File: src/rtl/vending_fsm_param_if.sv
// ---------------------------------------------------------------------------
// vending_fsm_param_if
// Bundles the front-end strobes (coin acceptor / keypad) and the back-end
// status and pulse outputs (dispenser / display) of vending_fsm_param.
//
// Handshake: every input strobe (coin_valid, sel_valid, cancel, restock) is a
// single-cycle request with no ready signal. The controller samples strobes
// only while busy=0; a strobe presented while busy=1 is ignored and lost.
// Output pulses (coin_reject, sel_reject, vend_valid, change_valid) are
// single-cycle and carry no back-pressure.
//
// Optional feature macro: VEND_STOCK_EN adds the restock strobe.
//
// Modports
//   master : front end / back end side (drives strobes, observes outputs)
//   slave  : controller side
// ---------------------------------------------------------------------------
interface vending_fsm_param_if #(
  parameter int NUM_DRINKS = 4,
  parameter int COIN_W     = 4,
  parameter int TOT_W      = 8
);
  localparam int SEL_W = ($clog2(NUM_DRINKS) > 0) ? $clog2(NUM_DRINKS) : 1;

  // front end
  logic                  coin_valid;
  logic [COIN_W-1:0]     coin_val;
  logic                  sel_valid;
  logic [SEL_W-1:0]      sel_idx;
  logic                  cancel;
`ifdef VEND_STOCK_EN
  logic                  restock;
`endif

  // back end
  logic                  busy;
  logic [TOT_W-1:0]      total_coin;
  logic [NUM_DRINKS-1:0] avail;
  logic                  coin_reject;
  logic                  sel_reject;
  logic                  vend_valid;
  logic [SEL_W-1:0]      vend_idx;
  logic                  change_valid;
  logic [TOT_W-1:0]      change;

  // debug view of the controller state (00 COIN, 01 SHOW, 10 BUY, 11 CHANGE)
  logic [1:0]            state_dbg;

  modport master (
    output coin_valid, coin_val, sel_valid, sel_idx, cancel,
`ifdef VEND_STOCK_EN
    output restock,
`endif
    input  busy, total_coin, avail, coin_reject, sel_reject,
    input  vend_valid, vend_idx, change_valid, change, state_dbg
  );

  modport slave (
    input  coin_valid, coin_val, sel_valid, sel_idx, cancel,
`ifdef VEND_STOCK_EN
    input  restock,
`endif
    output busy, total_coin, avail, coin_reject, sel_reject,
    output vend_valid, vend_idx, change_valid, change, state_dbg
  );
endinterface

File: src/rtl/vending_fsm_param.sv
// ---------------------------------------------------------------------------
// vending_fsm_param
// Parametrised drink vending controller. Accepts multi-valued coins up to a
// credit ceiling, shows which drinks are affordable, dispenses a selected
// drink, and returns change (or a full refund on cancel).
//
// FSM: COIN (idle, samples strobes) -> SHOW (refresh avail) -> COIN
//      COIN -> BUY (dispense, deduct price) -> CHANGE (return rest) -> COIN
//      COIN -> CHANGE on cancel with nonzero credit.
//
// Optional feature macro: VEND_STOCK_EN adds per-drink stock counters and
// the restock strobe; without it stock is unlimited.
//
// Ports
//   clk    : rising-edge clock
//   rst_n  : asynchronous active-low reset
//   bus    : vending_fsm_param_if.slave (strobes in; status, pulses,
//            change, state_dbg out)
// ---------------------------------------------------------------------------
module vending_fsm_param #(
  parameter int                          NUM_DRINKS = 4,
  parameter int                          COIN_W     = 4,
  parameter int                          TOT_W      = 8,
  parameter int                          MAX_TOTAL  = 200,
  parameter logic [NUM_DRINKS*TOT_W-1:0] PRICES     = {8'd25, 8'd20, 8'd15, 8'd10}
`ifdef VEND_STOCK_EN
  ,
  parameter int                          STOCK_W    = 4,
  parameter int                          STOCK_INIT = 10
`endif
) (
  input logic                 clk,
  input logic                 rst_n,
  vending_fsm_param_if.slave  bus
);
  localparam int SEL_W = ($clog2(NUM_DRINKS) > 0) ? $clog2(NUM_DRINKS) : 1;

  typedef enum logic [1:0] {
    ST_COIN   = 2'b00,
    ST_SHOW   = 2'b01,
    ST_BUY    = 2'b10,
    ST_CHANGE = 2'b11
  } state_t;

  state_t                state_q, state_d;
  logic [TOT_W-1:0]      total_q, total_d;
  logic [NUM_DRINKS-1:0] avail_q, avail_d;
  logic [SEL_W-1:0]      idx_q, idx_d;            // selection latched for BUY
  logic [SEL_W-1:0]      vend_idx_q, vend_idx_d;  // last dispensed drink
  logic                  coin_rej_q, coin_rej_d;
  logic                  sel_rej_q, sel_rej_d;

`ifdef VEND_STOCK_EN
  logic [STOCK_W-1:0]    stock_q [NUM_DRINKS];
  logic [STOCK_W-1:0]    stock_d [NUM_DRINKS];
`endif

  function automatic logic [TOT_W-1:0] price_of(input int i);
    return PRICES[i*TOT_W +: TOT_W];
  endfunction

  // Credit sum is one bit wider than the total so a sum past 2**TOT_W-1
  // cannot wrap below the ceiling.
  logic [TOT_W:0]   credit_sum;
  logic             sel_ok;
  logic [TOT_W-1:0] buy_price;

  assign credit_sum = {1'b0, total_q} + (TOT_W+1)'(bus.coin_val);
  assign sel_ok     = (int'(bus.sel_idx) < NUM_DRINKS) && avail_q[bus.sel_idx];
  assign buy_price  = price_of(int'(idx_q));

  // State register
  always_ff @(posedge clk or negedge rst_n) begin
    if (!rst_n) state_q <= ST_COIN;
    else        state_q <= state_d;
  end

  // Next-state and next-data logic
  always_comb begin
    state_d    = state_q;
    total_d    = total_q;
    avail_d    = avail_q;
    idx_d      = idx_q;
    vend_idx_d = vend_idx_q;
    coin_rej_d = 1'b0;
    sel_rej_d  = 1'b0;
`ifdef VEND_STOCK_EN
    stock_d    = stock_q;
`endif

    case (state_q)
      ST_COIN: begin
        // Priority cancel > coin > selection > restock. A lower-priority
        // strobe in the same cycle is dropped silently, except a coin
        // arriving with cancel, which is refused so it drops back out.
        if (bus.cancel) begin
          coin_rej_d = bus.coin_valid;
          if (total_q != '0) state_d = ST_CHANGE;
        end else if (bus.coin_valid) begin
          if (credit_sum <= (TOT_W+1)'(MAX_TOTAL)) begin
            total_d = credit_sum[TOT_W-1:0];
            state_d = ST_SHOW;
          end else begin
            coin_rej_d = 1'b1;
          end
        end else if (bus.sel_valid) begin
          if (sel_ok) begin
            idx_d   = bus.sel_idx;
            state_d = ST_BUY;
          end else begin
            sel_rej_d = 1'b1;
          end
        end
`ifdef VEND_STOCK_EN
        else if (bus.restock) begin
          for (int i = 0; i < NUM_DRINKS; i++) stock_d[i] = STOCK_W'(STOCK_INIT);
          state_d = ST_SHOW;
        end
`endif
      end

      ST_SHOW: begin
        for (int i = 0; i < NUM_DRINKS; i++) begin
`ifdef VEND_STOCK_EN
          avail_d[i] = (total_q >= price_of(i)) && (stock_q[i] != '0);
`else
          avail_d[i] = (total_q >= price_of(i));
`endif
        end
        state_d = ST_COIN;
      end

      ST_BUY: begin
        vend_idx_d = idx_q;
        // avail guaranteed total >= price; the guard keeps the subtraction
        // safe even so.
        total_d = (total_q >= buy_price) ? (total_q - buy_price) : '0;
`ifdef VEND_STOCK_EN
        if (stock_q[idx_q] != '0) stock_d[idx_q] = stock_q[idx_q] - STOCK_W'(1);
`endif
        state_d = ST_CHANGE;
      end

      ST_CHANGE: begin
        total_d = '0;
        avail_d = '0;
        state_d = ST_COIN;
      end

      default: state_d = ST_COIN;
    endcase
  end

  // Data registers
  always_ff @(posedge clk or negedge rst_n) begin
    if (!rst_n) begin
      total_q    <= '0;
      avail_q    <= '0;
      idx_q      <= '0;
      vend_idx_q <= '0;
      coin_rej_q <= 1'b0;
      sel_rej_q  <= 1'b0;
    end else begin
      total_q    <= total_d;
      avail_q    <= avail_d;
      idx_q      <= idx_d;
      vend_idx_q <= vend_idx_d;
      coin_rej_q <= coin_rej_d;
      sel_rej_q  <= sel_rej_d;
    end
  end

`ifdef VEND_STOCK_EN
  always_ff @(posedge clk or negedge rst_n) begin
    if (!rst_n) begin
      for (int i = 0; i < NUM_DRINKS; i++) stock_q[i] <= STOCK_W'(STOCK_INIT);
    end else begin
      for (int i = 0; i < NUM_DRINKS; i++) stock_q[i] <= stock_d[i];
    end
  end
`endif

  // Outputs. vend_idx shows the latched selection during the BUY cycle and
  // then holds it until the next dispense.
  assign bus.busy         = (state_q != ST_COIN);
  assign bus.total_coin   = total_q;
  assign bus.avail        = avail_q;
  assign bus.coin_reject  = coin_rej_q;
  assign bus.sel_reject   = sel_rej_q;
  assign bus.vend_valid   = (state_q == ST_BUY);
  assign bus.vend_idx     = (state_q == ST_BUY) ? idx_q : vend_idx_q;
  assign bus.change_valid = (state_q == ST_CHANGE);
  assign bus.change       = (state_q == ST_CHANGE) ? total_q : '0;
  assign bus.state_dbg    = state_q;
endmodule

File: src/flat_wrapper.sv
// flat-port wrapper written by rule: the top's interface ports become plain ports
module vending_fsm_param_flat 
#(
  parameter int                          NUM_DRINKS = 4,
  parameter int                          COIN_W     = 4,
  parameter int                          TOT_W      = 8,
  parameter int                          MAX_TOTAL  = 200,
  parameter logic [NUM_DRINKS*TOT_W-1:0] PRICES     = {8'd25, 8'd20, 8'd15, 8'd10}

)
  (clk, rst_n, bus_coin_valid, bus_coin_val, bus_sel_valid, bus_sel_idx, bus_cancel, bus_busy, bus_total_coin, bus_avail, bus_coin_reject, bus_sel_reject, bus_vend_valid, bus_vend_idx, bus_change_valid, bus_change, bus_state_dbg);
  vending_fsm_param_if #(.NUM_DRINKS(NUM_DRINKS), .COIN_W(COIN_W), .TOT_W(TOT_W)) bus_i ();
  input logic clk;
  input logic rst_n;
  input wire logic [$bits(bus_i.coin_valid)-1:0] bus_coin_valid;
  input wire logic [$bits(bus_i.coin_val)-1:0] bus_coin_val;
  input wire logic [$bits(bus_i.sel_valid)-1:0] bus_sel_valid;
  input wire logic [$bits(bus_i.sel_idx)-1:0] bus_sel_idx;
  input wire logic [$bits(bus_i.cancel)-1:0] bus_cancel;
  output wire logic [$bits(bus_i.busy)-1:0] bus_busy;
  output wire logic [$bits(bus_i.total_coin)-1:0] bus_total_coin;
  output wire logic [$bits(bus_i.avail)-1:0] bus_avail;
  output wire logic [$bits(bus_i.coin_reject)-1:0] bus_coin_reject;
  output wire logic [$bits(bus_i.sel_reject)-1:0] bus_sel_reject;
  output wire logic [$bits(bus_i.vend_valid)-1:0] bus_vend_valid;
  output wire logic [$bits(bus_i.vend_idx)-1:0] bus_vend_idx;
  output wire logic [$bits(bus_i.change_valid)-1:0] bus_change_valid;
  output wire logic [$bits(bus_i.change)-1:0] bus_change;
  output wire logic [$bits(bus_i.state_dbg)-1:0] bus_state_dbg;
  assign bus_i.coin_valid = bus_coin_valid;
  assign bus_i.coin_val = bus_coin_val;
  assign bus_i.sel_valid = bus_sel_valid;
  assign bus_i.sel_idx = bus_sel_idx;
  assign bus_i.cancel = bus_cancel;
  assign bus_busy = bus_i.busy;
  assign bus_total_coin = bus_i.total_coin;
  assign bus_avail = bus_i.avail;
  assign bus_coin_reject = bus_i.coin_reject;
  assign bus_sel_reject = bus_i.sel_reject;
  assign bus_vend_valid = bus_i.vend_valid;
  assign bus_vend_idx = bus_i.vend_idx;
  assign bus_change_valid = bus_i.change_valid;
  assign bus_change = bus_i.change;
  assign bus_state_dbg = bus_i.state_dbg;
  vending_fsm_param #(.NUM_DRINKS(NUM_DRINKS), .COIN_W(COIN_W), .TOT_W(TOT_W), .MAX_TOTAL(MAX_TOTAL), .PRICES(PRICES)) u_core (.clk(clk), .rst_n(rst_n), .bus(bus_i));
endmodule
File: config.mk
export PLATFORM = sky130hd
export DESIGN_NAME = vending_fsm_param_flat
export DESIGN_NICKNAME = d
export VERILOG_FILES = /design/src/rtl/vending_fsm_param_if.sv /design/src/rtl/vending_fsm_param.sv /design/src/flat_wrapper.sv
export SDC_FILE = /design/constraint.sdc
export NUM_CORES = 1
export LEC_CHECK = 0
export ABC_CLOCK_PERIOD_IN_PS = 3400
export BUFFER_PORTS_ARGS = -buffer_cell sky130_fd_sc_hd__buf_4
export CAP_MARGIN = 25
export CORE_MARGIN = 10
export CORE_UTILIZATION = 45
export DETAILED_ROUTE_END_ITERATION = 6
export PLACE_DENSITY_LB_ADDON = 0.08
export SETUP_SLACK_MARGIN = 0.05
export SYNTH_ARGS = -nofsm -noshare
export SYNTH_HDL_FRONTEND = slang
export SYNTH_SLANG_ARGS = --single-unit
export TNS_END_PERCENT = 30
File: constraint.sdc
create_clock -name clk -period 3.4 [get_ports clk]
set_input_delay 0 -clock clk [delete_from_list [all_inputs] [get_ports clk]]
set_output_delay 0 -clock clk [all_outputs]
set_load 0.01 [all_outputs]
==> results.toml, run 1 <==
[synthesis]
syn_area_per_cell_um2 = 9.08
netlist_area_um2 = 1730
synthFlopType = "dfrtp_1"
yosys_register_bits = 20
seq_area_frac_synth_pct = 28.9
async_flop_share_pct = 100
syn_nets = 214
postSynthCellCount = 191
synth_cell_types = 51
yosys_warnings = 0
synth-edff-count = 0

[pwr]
p_leak_uw = 0.000979
ir_worst_vdd_v = 0.000618
powerDensity_nw_per_um2 = 1090

[flow_run]
maxCapViolCount = 0

[routing]
routed_via_density = 5.96
route.top_layer_used = "met4"
wl_met1_um = 2090
drt_iter0_drc = 223
route.detailed.drc = 0
wl_met2_um = 2610
wl_met3_um = 318
ant_nets = 0
wl_per_cell_um = 18.2
vias = 1669
postRouteWirelength_um = 5090
first_pass_iters = 4

[clock_network]
clk_pin_slew_ns = 0.08
cts.sinks = 20
insertion_delay_ns = 0.27
hold_buffers = 3
cts_inserted_buffers = 3
cts_buffer_depth = 2
tritoncts = "yes"
cts_setup_buffers = 0
htreeDepth = 1
cts_resized = 0
cts_root_buf = "clkbuf_8"

[floorplanning]
die_w_um = 82.1
rows = 22
io_pins = 40
core_um2 = 3690
dieArea_um2 = 6740
die_h_um = 82.1
start_util_pct = 47.0

[min_path]
holdCritStartpoint = "bus_sel_idx[1]"
hold_path.class = "input port to flip-flop"

[placement]
io_buffers = 39
dp_slack_ns = 0.433
place_congestion = 0.837
dp_hpwl_um = 3960

[grt]
grt-ovfl-total = 0
grt_pass1_wl_um = 8370
grt_max_degree = 29
grt_pass1_vias = 1657
antenna_found_initial = 0
track_usage_pct = 15.8

[sta]
fmax_mhz = 333
finalMaxSlewViolations = 0
hold_viol = 0
worstMarginPinSlew_ns = 0.625
tns_ns = 0
finalCritPeriodShare_pct = 88.3
slew_headroom_pct = 58.0
min_period_ns = 3.00
setup_viol = 0
rsz0062_at_grt = "false"
clock_skew_ns = 0.00390
worst_slack_ns = 0.397

[finish]
fillers = 347
area_delta_synth_final_pct = 24.6
final_common_cell = "buf_4"
nets = 256
diodes = 0
mostFrequentLayoutCells = "buf_4, dfrtp_1, nor2_1"
drive_above_1_share_pct = 28.9

[worst_setup_path]
crit_path_start = "u_core.bus.total_coin[0]$_DFFE_PN0P_"
r2r_setup_slack_ns = 0.40
cp-end-kind = "flip-flop"
r2r-start = "u_core.bus.total_coin[0]$_DFFE_PN0P_"
critPathKind = "flip-flop to flip-flop"
cp-start-kind = "flip-flop"
crit_path_max_fanout = 6
cp.arrival_ns = 3.15
cp.required_ns = 3.55

[status]
status = "complete, no violations"
## cell families after synthesis
family	share of synthesized area (%)
xor gates and xnor gates	2.38
buffers and inverters	4.33
muxes	6.49
AOI/OAI and AO/OA	27.3
and+or+nand+nor	21.1
DFF	28.9
adders and majority gates	9.52
## worst max-delay path, stage by stage, from the launching register on
cell and delay, ns:
dfrtp_1 0.44, ha_1 0.26, fa_1 0.42, a211o_2 0.40
o21a_4 0.14, xnor2_2 0.17, o41ai_4 0.49, nand3_1 0.22
nor3_1 0.26, nor3_2 0.07
## synthesized netlist by cell type (all sizes together) (3+ instances only)
master | instances | area (µm²)
nor2b | 5 | 31.3
o22ai | 3 | 25.0
mux2 | 8 | 90.1
and3 | 9 | 56.3
a21oi | 14 | 70.1
nor3 | 13 | 70.1
o21a | 5 | 45.0
a211o | 3 | 27.5
clkbuf | 5 | 18.8
dfrtp | 20 | 500
nor2 | 18 | 67.6
nand2 | 9 | 33.8
o21ai | 9 | 45.0
a311oi | 3 | 26.3
inv | 11 | 41.3
nand3 | 8 | 40.0
buf | 3 | 15.0
ha | 10 | 125
## area by class of cell
class                           count  area [µm²]  share of cell area, %
Multi-Input combinational cell    152        1160                   53.6
Sequential cell                    20         500                   23.2
Clock buffer                        4        55.1                   2.55
Timing Repair Buffer               45         345                   16.0
Inverter                           11        41.3                   1.91
Tap cell                           48        60.1                   2.78
## sequential cells by signal, summed over array words and instances, names as in the netlist
name	cells
u_core.bus.total_coin	8
u_core.bus.avail	4
u_core.bus.state_dbg	2
u_core.idx_q	2
u_core.vend_idx_q	2
u_core.bus.coin_reject	1
u_core.bus.sel_reject	1
## per-layer routing
layer / global-route usage (%) / vias to the layer above
met3: 3.28 / 6
met5: 0 / -
met4: 5.10 / 0
met1: 18.8 / 808
li1: - / 794
met2: 27.7 / 61
## final timing paths
| kind | cells after the start | end |
|---|---|---|
| worst max-delay path | 9 | u_core.bus.total_coin[2]$_DFFE_PN0P_ |
| worst min register to register | 1 | u_core.vend_idx_q[0]$_DFF_PN0_ |
| worst min-delay path | 2 | u_core.idx_q[1]$_DFFE_PN0P_ |
| min in group asynchronous | 2 | u_core.bus.total_coin[6]$_DFFE_PN0P_ |
| max in group asynchronous | 2 | u_core.bus.total_coin[1]$_DFFE_PN0P_ |
| worst max register to register | 9 | u_core.bus.total_coin[2]$_DFFE_PN0P_ |
## power breakdown
group,switching (µW),internal (µW),total [µW]
logic,904,752,1660
registers,172,346,518
clock network,87.6,103,191
total,1160,1200,2360
## stage by stage
step	cell area [µm²]	hold WS [ns]	std cells	power (µW)	util (%)
after floorplan	1730	-0.296	191	1640	-
after global placement	2080	-0.101	273	2130	56.3
after detailed placement	2080	-0.0985	273	2170	56.3
after CTS	2160	0.00287	280	2370	58.6
after global routing	2160	0.00719	280	2580	58.6
final	2160	0.00128	280	2360	58.6
(Power assumes the default switching activity.)
==> run 2: changes to the inputs <==
ABC_AREA = 1   (was unset)
==> run 2 against run 1 <==
Against the previous run:
- core utilization decreased by 1.4 points
- routed wire length decreased by 9.6%
- non-clock buffer count decreased by 3
- critical path depth increased by 3
- power decreased by 13%
- final area decreased by 3.9%
==> results.toml, run 2 <==
[grt]
antenna_found_initial = 0
grt_max_degree = 21
grt_pass1_vias = 1653
track_usage_pct = 14.5
grt_pass1_wl_um = 7710
grt-ovfl-total = 0

[routing]
ant_nets = 0
postRouteWirelength_um = 4610
route.detailed.drc = 0
routed_via_density = 5.14
drt_iter0_drc = 79
first_pass_iters = 4
vias = 1670
wl_per_cell_um = 14.2

[finish]
fillers = 384
nets = 301
fin_cells = 325
final_common_cell = "nand2_1"
drive_above_1_share_pct = 20.9
mostFrequentLayoutCells = "nand2_1, buf_4, inv_1"
diodes = 0
fin_area_um2 = 2080
seqCellArea_um2 = 500
largest_reg_flops = 8
multi_input_area_um2 = 1020
area_delta_synth_final_pct = 24.4

[worst_setup_path]
critPathKind = "flip-flop to flip-flop"
cp.required_ns = 3.55
cp_cell_sequence = "ha_1, fa_1, nand3_1, nand2_2, nand3_1, nand2_1, a21oi_2, nand2_2, nand3_4, nand2_4, nand2_1, nand2_1"
critPathMaxStageDelay_ns = 0.45
cp-end-kind = "flip-flop"
crit_top_cell = "nand2_1"
path_delay_family = "simple AND/OR/NAND/NOR gates"
crit_buf_inv = 0
cp.arrival_ns = 2.40
cp-start-kind = "flip-flop"
critPathSlowestCell = "dfrtp_1"
crit_path_max_fanout = 9

[floorplanning]
die_w_um = 80.9
rows = 22
die_h_um = 80.9
core_um2 = 3630
io_pins = 40
dieArea_um2 = 6540
start_util_pct = 45.9

[sta]
fmax_mhz = 444
slew_headroom_pct = 71.0
rsz0062_at_grt = "false"
finalCritPeriodShare_pct = 66.3
tns_ns = 0
finalMaxSlewViolations = 0
setup_viol = 0
clock_skew_ns = 0.00825
min_period_ns = 2.25
worstMarginPinSlew_ns = 0.434
hold_viol = 0

[synthesis]
syn_nets = 259
synth_compound_area_share_pct = 11.1
synth-simple-area-share_pct = 34.3
synth_cell_types = 28
synth.most_common_cell = "nand2_1"
syn_area_per_cell_um2 = 7.07
synthAdderAreaFrac_pct = 9.90
yosys-top-cells-area = "dfrtp_1, nand2_1, ha_1, nand3_1, inv_1"
yosysTopAreaCellShare_pct = 30.0
synthMuxAreaShare_pct = 0.675
synth_commonest_cells = "nand2_1, inv_1, nor2_1, nand3_1, dfrtp_1"
synth_top_family_by_area = "simple AND/OR/NAND/NOR gates"
synth-edff-count = 0
yosys_register_bits = 20
async_flop_share_pct = 100
netlist_area_um2 = 1670
yosys_warnings = 0
synth_top_area_cell = "dfrtp_1"
postSynthCellCount = 236
synth_xor_xnor_area_share_pct = 5.32
synthFlopType = "dfrtp_1"
seq_area_frac_synth_pct = 30.0

[clock_network]
cts_inserted_buffers = 3
cts_resized = 0
cts_setup_buffers = 0
clk_pin_slew_ns = 0.08
tritoncts = "yes"
insertion_delay_ns = 0.26
cts.sinks = 20
htreeDepth = 1
cts_buffer_depth = 2
cts_root_buf = "clkbuf_8"

[pwr]
ir_worst_vdd_v = 0.000509
switching_share_pct = 51.2
p_leak_uw = 0.00111
clkPwrFrac_pct = 9.0
seq_power_share_pct = 24.0
p_total_uw = 2050
pwr-share-comb_pct = 66.9
netSwitchingPower_uw = 1050
powerDensity_nw_per_um2 = 988
internal-power_uw = 1000

[status]
status = "complete, no violations"

[flow_run]
maxCapViolCount = 0

[min_path]
hold_path.class = "input port to flip-flop"

[placement]
dpl-instance-area_um2 = 1990
io_buffers = 39
place_congestion = 0.884
dp_hpwl_um = 3740
place_inst = 318
[run 2: changes by cell type after synthesis, sizes merged, moves of 4 or more]
cell / change
nor3: -11
nor2: +9
a21oi: -5
nand4: +4
o21ai: +4
o22ai: +5
inv: +20
and3: -9
nand3: +19
nand2: +56
o21a: -5
clkbuf: -4
nor2b: -5
mux2: -7
[run 2: path summary, 6_finish.rpt]
path                                                       from                                   end  slack [ns]  cells after the start
max                        u_core.bus.total_coin[0]$_DFFE_PN0P_  u_core.bus.total_coin[1]$_DFFE_PN0P_        1.15                     12
min                                              bus_sel_idx[0]           u_core.idx_q[0]$_DFFE_PN0P_       0.009                      2
max reg2reg                u_core.bus.total_coin[0]$_DFFE_PN0P_  u_core.bus.total_coin[1]$_DFFE_PN0P_        1.15                     12
min reg2reg                      u_core.vend_idx_q[0]$_DFF_PN0_        u_core.vend_idx_q[0]$_DFF_PN0_        0.52                      2
max in group asynchronous                                 rst_n       u_core.bus.avail[0]$_DFFE_PN0P_        3.04                      2
min in group asynchronous                                 rst_n  u_core.bus.total_coin[4]$_DFFE_PN0P_        0.14                      2
[run 2: timing repair]
item / in CTS / in global routing
endpoints found under the setup margin: 0 / 0
hold endpoints to repair: 22 / 0
hold buffers: 3 / 0
[run 2: stage by stage]
| step | hold slack [ns] | setup slack, ns | utilization (%) |
|---|---|---|---|
| after floorplan | -0.296 | 1.36 | - |
| after global placement | -0.105 | 1.14 | 54.8 |
| after detailed placement | -0.105 | 1.17 | 54.8 |
| after CTS | 0.00472 | 1.14 | 57.2 |
| after global routing | 0.00923 | 0.962 | 57.2 |
| final | 0.00942 | 1.15 | 57.2 |
[run 2: cell type report]
| type | count | area share [%] |
|---|---|---|
| clock buffer | 4 | 2.65 |
| timing repair buffer | 42 | 15.5 |
| sequential | 20 | 24.1 |
| multi-input combinational | 180 | 49.2 |
| inverter | 31 | 5.60 |
| tap | 48 | 2.89 |
[run 2: cell families after synthesis]
kind of cell    Yosys count
simple gates            126
buf+inv                  36
compound gates           33
flops                    20
fa+ha+maj                12
xor+xnor                  8
mux                       1
[run 2: power by group through the flow]
stage	Clock, µW	Sequential, µW	Combinational (µW)
6_report	185	494	1370
5_1_grt	200	509	1560
4_1_cts	188	491	1380
3_5_place_dp	0	496	1380
3_3_place_gp	0	496	1380
2_1_floorplan	0	448	981
[run 2: per-layer routing]
layer  routed length [µm]  vias up  global-route usage, %
li1                     -      854                      -
met1                 2200      771                   18.6
met2                 2080       41                   23.6
met3                  310        4                   5.19
met4                   15        0                   1.90
met5                    0        -                      0
==> run 3: changes to the inputs <==
ABC_AREA = 0   (was 1)
ABC_CLOCK_PERIOD_IN_PS = 2100   (was 3400)
clock period = 2.1 ns   (was 3.4 ns; I/O delays follow)
==> run 3 against run 2 <==
Against the previous run:
- the flow now finishes with violations (setup timing)
- die area grew 2.9%
- global-route usage grew 2.2 points
- critical path depth shrank 2
- critical endpoint is now u_core.bus.total_coin[2]$_DFFE_PN0P_
- largest power group unchanged
- highest routed layer unchanged
==> results.toml, run 3 (synthesis results as in run 1) <==
[min_path]
hold_path.class = "input port to flip-flop"
hold_end = "u_core.idx_q[0]$_DFFE_PN0P_"
min_path_cells = 2
holdCritStartpoint = "bus_sel_idx[0]"

[pwr]
clkPwrFrac_pct = 7.9
internal-power_uw = 2730
pwr-share-comb_pct = 77.2
p_leak_uw = 0.00124
netSwitchingPower_uw = 2210
ir_worst_vdd_v = 0.000922
switching_share_pct = 44.8
seq_power_share_pct = 15.0
powerDensity_nw_per_um2 = 1850

[worst_setup_path]
crit_path_start = "u_core.bus.total_coin[0]$_DFFE_PN0P_"
cp.required_ns = 2.25
crit_path_max_fanout = 8
cp-start-kind = "flip-flop"
r2r_setup_slack_ns = -0.46
critPathKind = "flip-flop to flip-flop"
r2r_end = "u_core.bus.total_coin[2]$_DFFE_PN0P_"
cp.arrival_ns = 2.71
ff2ff_path_depth = 10
cp-end-kind = "flip-flop"
r2r-start = "u_core.bus.total_coin[0]$_DFFE_PN0P_"

[grt]
met2_usage_pct = 29.8
track_usage_pct = 16.7
grt-ovfl-total = 0
grt_max_degree = 21
antenna_found_initial = 0
grt_pass1_vias = 1939
grt_pass1_wl_um = 9060
gr-max-usage-layer = "met2"
use_met3_pct = 2.95
grt_use_met1_pct = 19.9

[finish]
finish.utilization_pct = 72.4
drive_above_1_share_pct = 47.1
diodes = 0
nets = 302
final_common_cell = "buf_4"
area_delta_synth_final_pct = 54.0
fin_area_um2 = 2670
fillers = 287
largest_reg_flops = 8
mostFrequentLayoutCells = "buf_4, dfrtp_1, nor2_1"

[routing]
route.detailed.drc = 0
first_pass_iters = 4
drt_iter0_drc = 137
vias = 1857
routed_via_density = 5.70
ant_nets = 0
postRouteWirelength_um = 5580
wl_per_cell_um = 17.1

[clock_network]
cts_root_buf = "clkbuf_8"
cts_buffer_depth = 2
clk_pin_slew_ns = 0.08
cts_inserted_buffers = 3
htreeDepth = 1
insertion_delay_ns = 0.26
cts.sinks = 20
tritoncts = "yes"

[placement]
place_congestion = 0.900
dpl-instance-area_um2 = 2420
io_buffers = 39
dp_hpwl_um = 4410
dp_slack_ns = -0.485

[sta]
min_period_ns = 2.56
setup_viol = 10
fmax_mhz = 391
worstMarginPinSlew_ns = 0.383
hold_viol = 0
slew_headroom_pct = 74.3
worst_slack_ns = -0.457
worst_hold_slack_ns = 0.00458
tns_ns = -3.89
clock_skew_ns = 0.00482
rsz0062_at_grt = "true"
finalMaxSlewViolations = 0
finalCritPeriodShare_pct = 122

[floorplanning]
io_pins = 40
dieArea_um2 = 6740
die_h_um = 82.1
rows = 22
start_util_pct = 47.0
die_w_um = 82.1
core_um2 = 3690

[status]
status = "complete, but fails checks"
failed_checks = "setup timing"

[flow_run]
maxCapViolCount = 0
[run 3: cell types whose count changed in the layout (fill, tap and decap cells not counted), moves of 4 or more]
cell | before | now
o21a_1 | 0 | 4
nor2_1 | 25 | 18
buf_4 | 39 | 86
nand2_2 | 6 | 0
o22ai_1 | 8 | 2
nand4_1 | 5 | 1
and3_1 | 0 | 9
a21oi_1 | 8 | 14
nor3_2 | 0 | 7
nand2_1 | 58 | 9
nand3_1 | 24 | 7
mux2_2 | 1 | 8
inv_1 | 31 | 11
[run 3: through the flow]
stage	std cells	power (µW)
detailed placement	311	4190
global placement	311	4070
global route	326	5320
floorplan	191	2770
CTS	325	4830
finish	326	4940
[run 3: what timing repair did]
item,CTS,global route
endpoints found under the hold margin,23,0
resized for setup,11,6
buffers inserted,6,1
setup endpoints to repair,10,10
pin swaps,7,5
hold buffers,4,0
[run 3: cell type report]
class	count	area, µm²	area share (%)
clock buffer	3	41.3	1.55
clock inverter	1	30.0	1.12
inverter	11	41.3	1.55
multi-input combinational	152	1290	48.4
sequential	20	500	18.7
tap	48	60.1	2.25
timing repair buffer	91	706	26.4
[run 3: power groups by stage]
stage / logic (µW) / registers, µW / clock network, µW
after floorplan: 1990 / 780 / 0
after CTS: 3700 / 733 / 395
after global routing: 4140 / 761 / 417
final: 3810 / 740 / 389
after detailed placement: 3450 / 740 / 0
after global placement: 3340 / 725 / 0
[run 3: metal layers]
| metal | routed length [µm] | vias to the layer above |
|---|---|---|
| li1 | - | 889 |
| met1 | 2220 | 894 |
| met2 | 2880 | 66 |
| met3 | 415 | 8 |
| met4 | 69 | 0 |
| met5 | 0 | - |
[run 3: critical path, stage by stage (launching register included)]
cell and delay (ns):
dfrtp_1 0.39, ha_2 0.18, fa_2 0.37, a211o_4 0.35, o21a_4 0.14, xnor2_4 0.22
o32ai_4 0.13, buf_12 0.16, a31oi_4 0.25, nor2b_4 0.20, nor3_2 0.04
[run 3: worst max path at each step]
stage | endpoint | slack (ns)
after CTS | u_core.bus.total_coin[4]$_DFFE_PN0P_ | -0.46
after detailed placement | u_core.bus.total_coin[7]$_DFFE_PN0P_ | -0.49
final | u_core.bus.total_coin[2]$_DFFE_PN0P_ | -0.46
after global routing | u_core.bus.total_coin[2]$_DFFE_PN0P_ | -0.57
after floorplan | u_core.bus.total_coin[7]$_DFFE_PN0P_ | -0.42
after global placement | u_core.bus.total_coin[7]$_DFFE_PN0P_ | -0.38
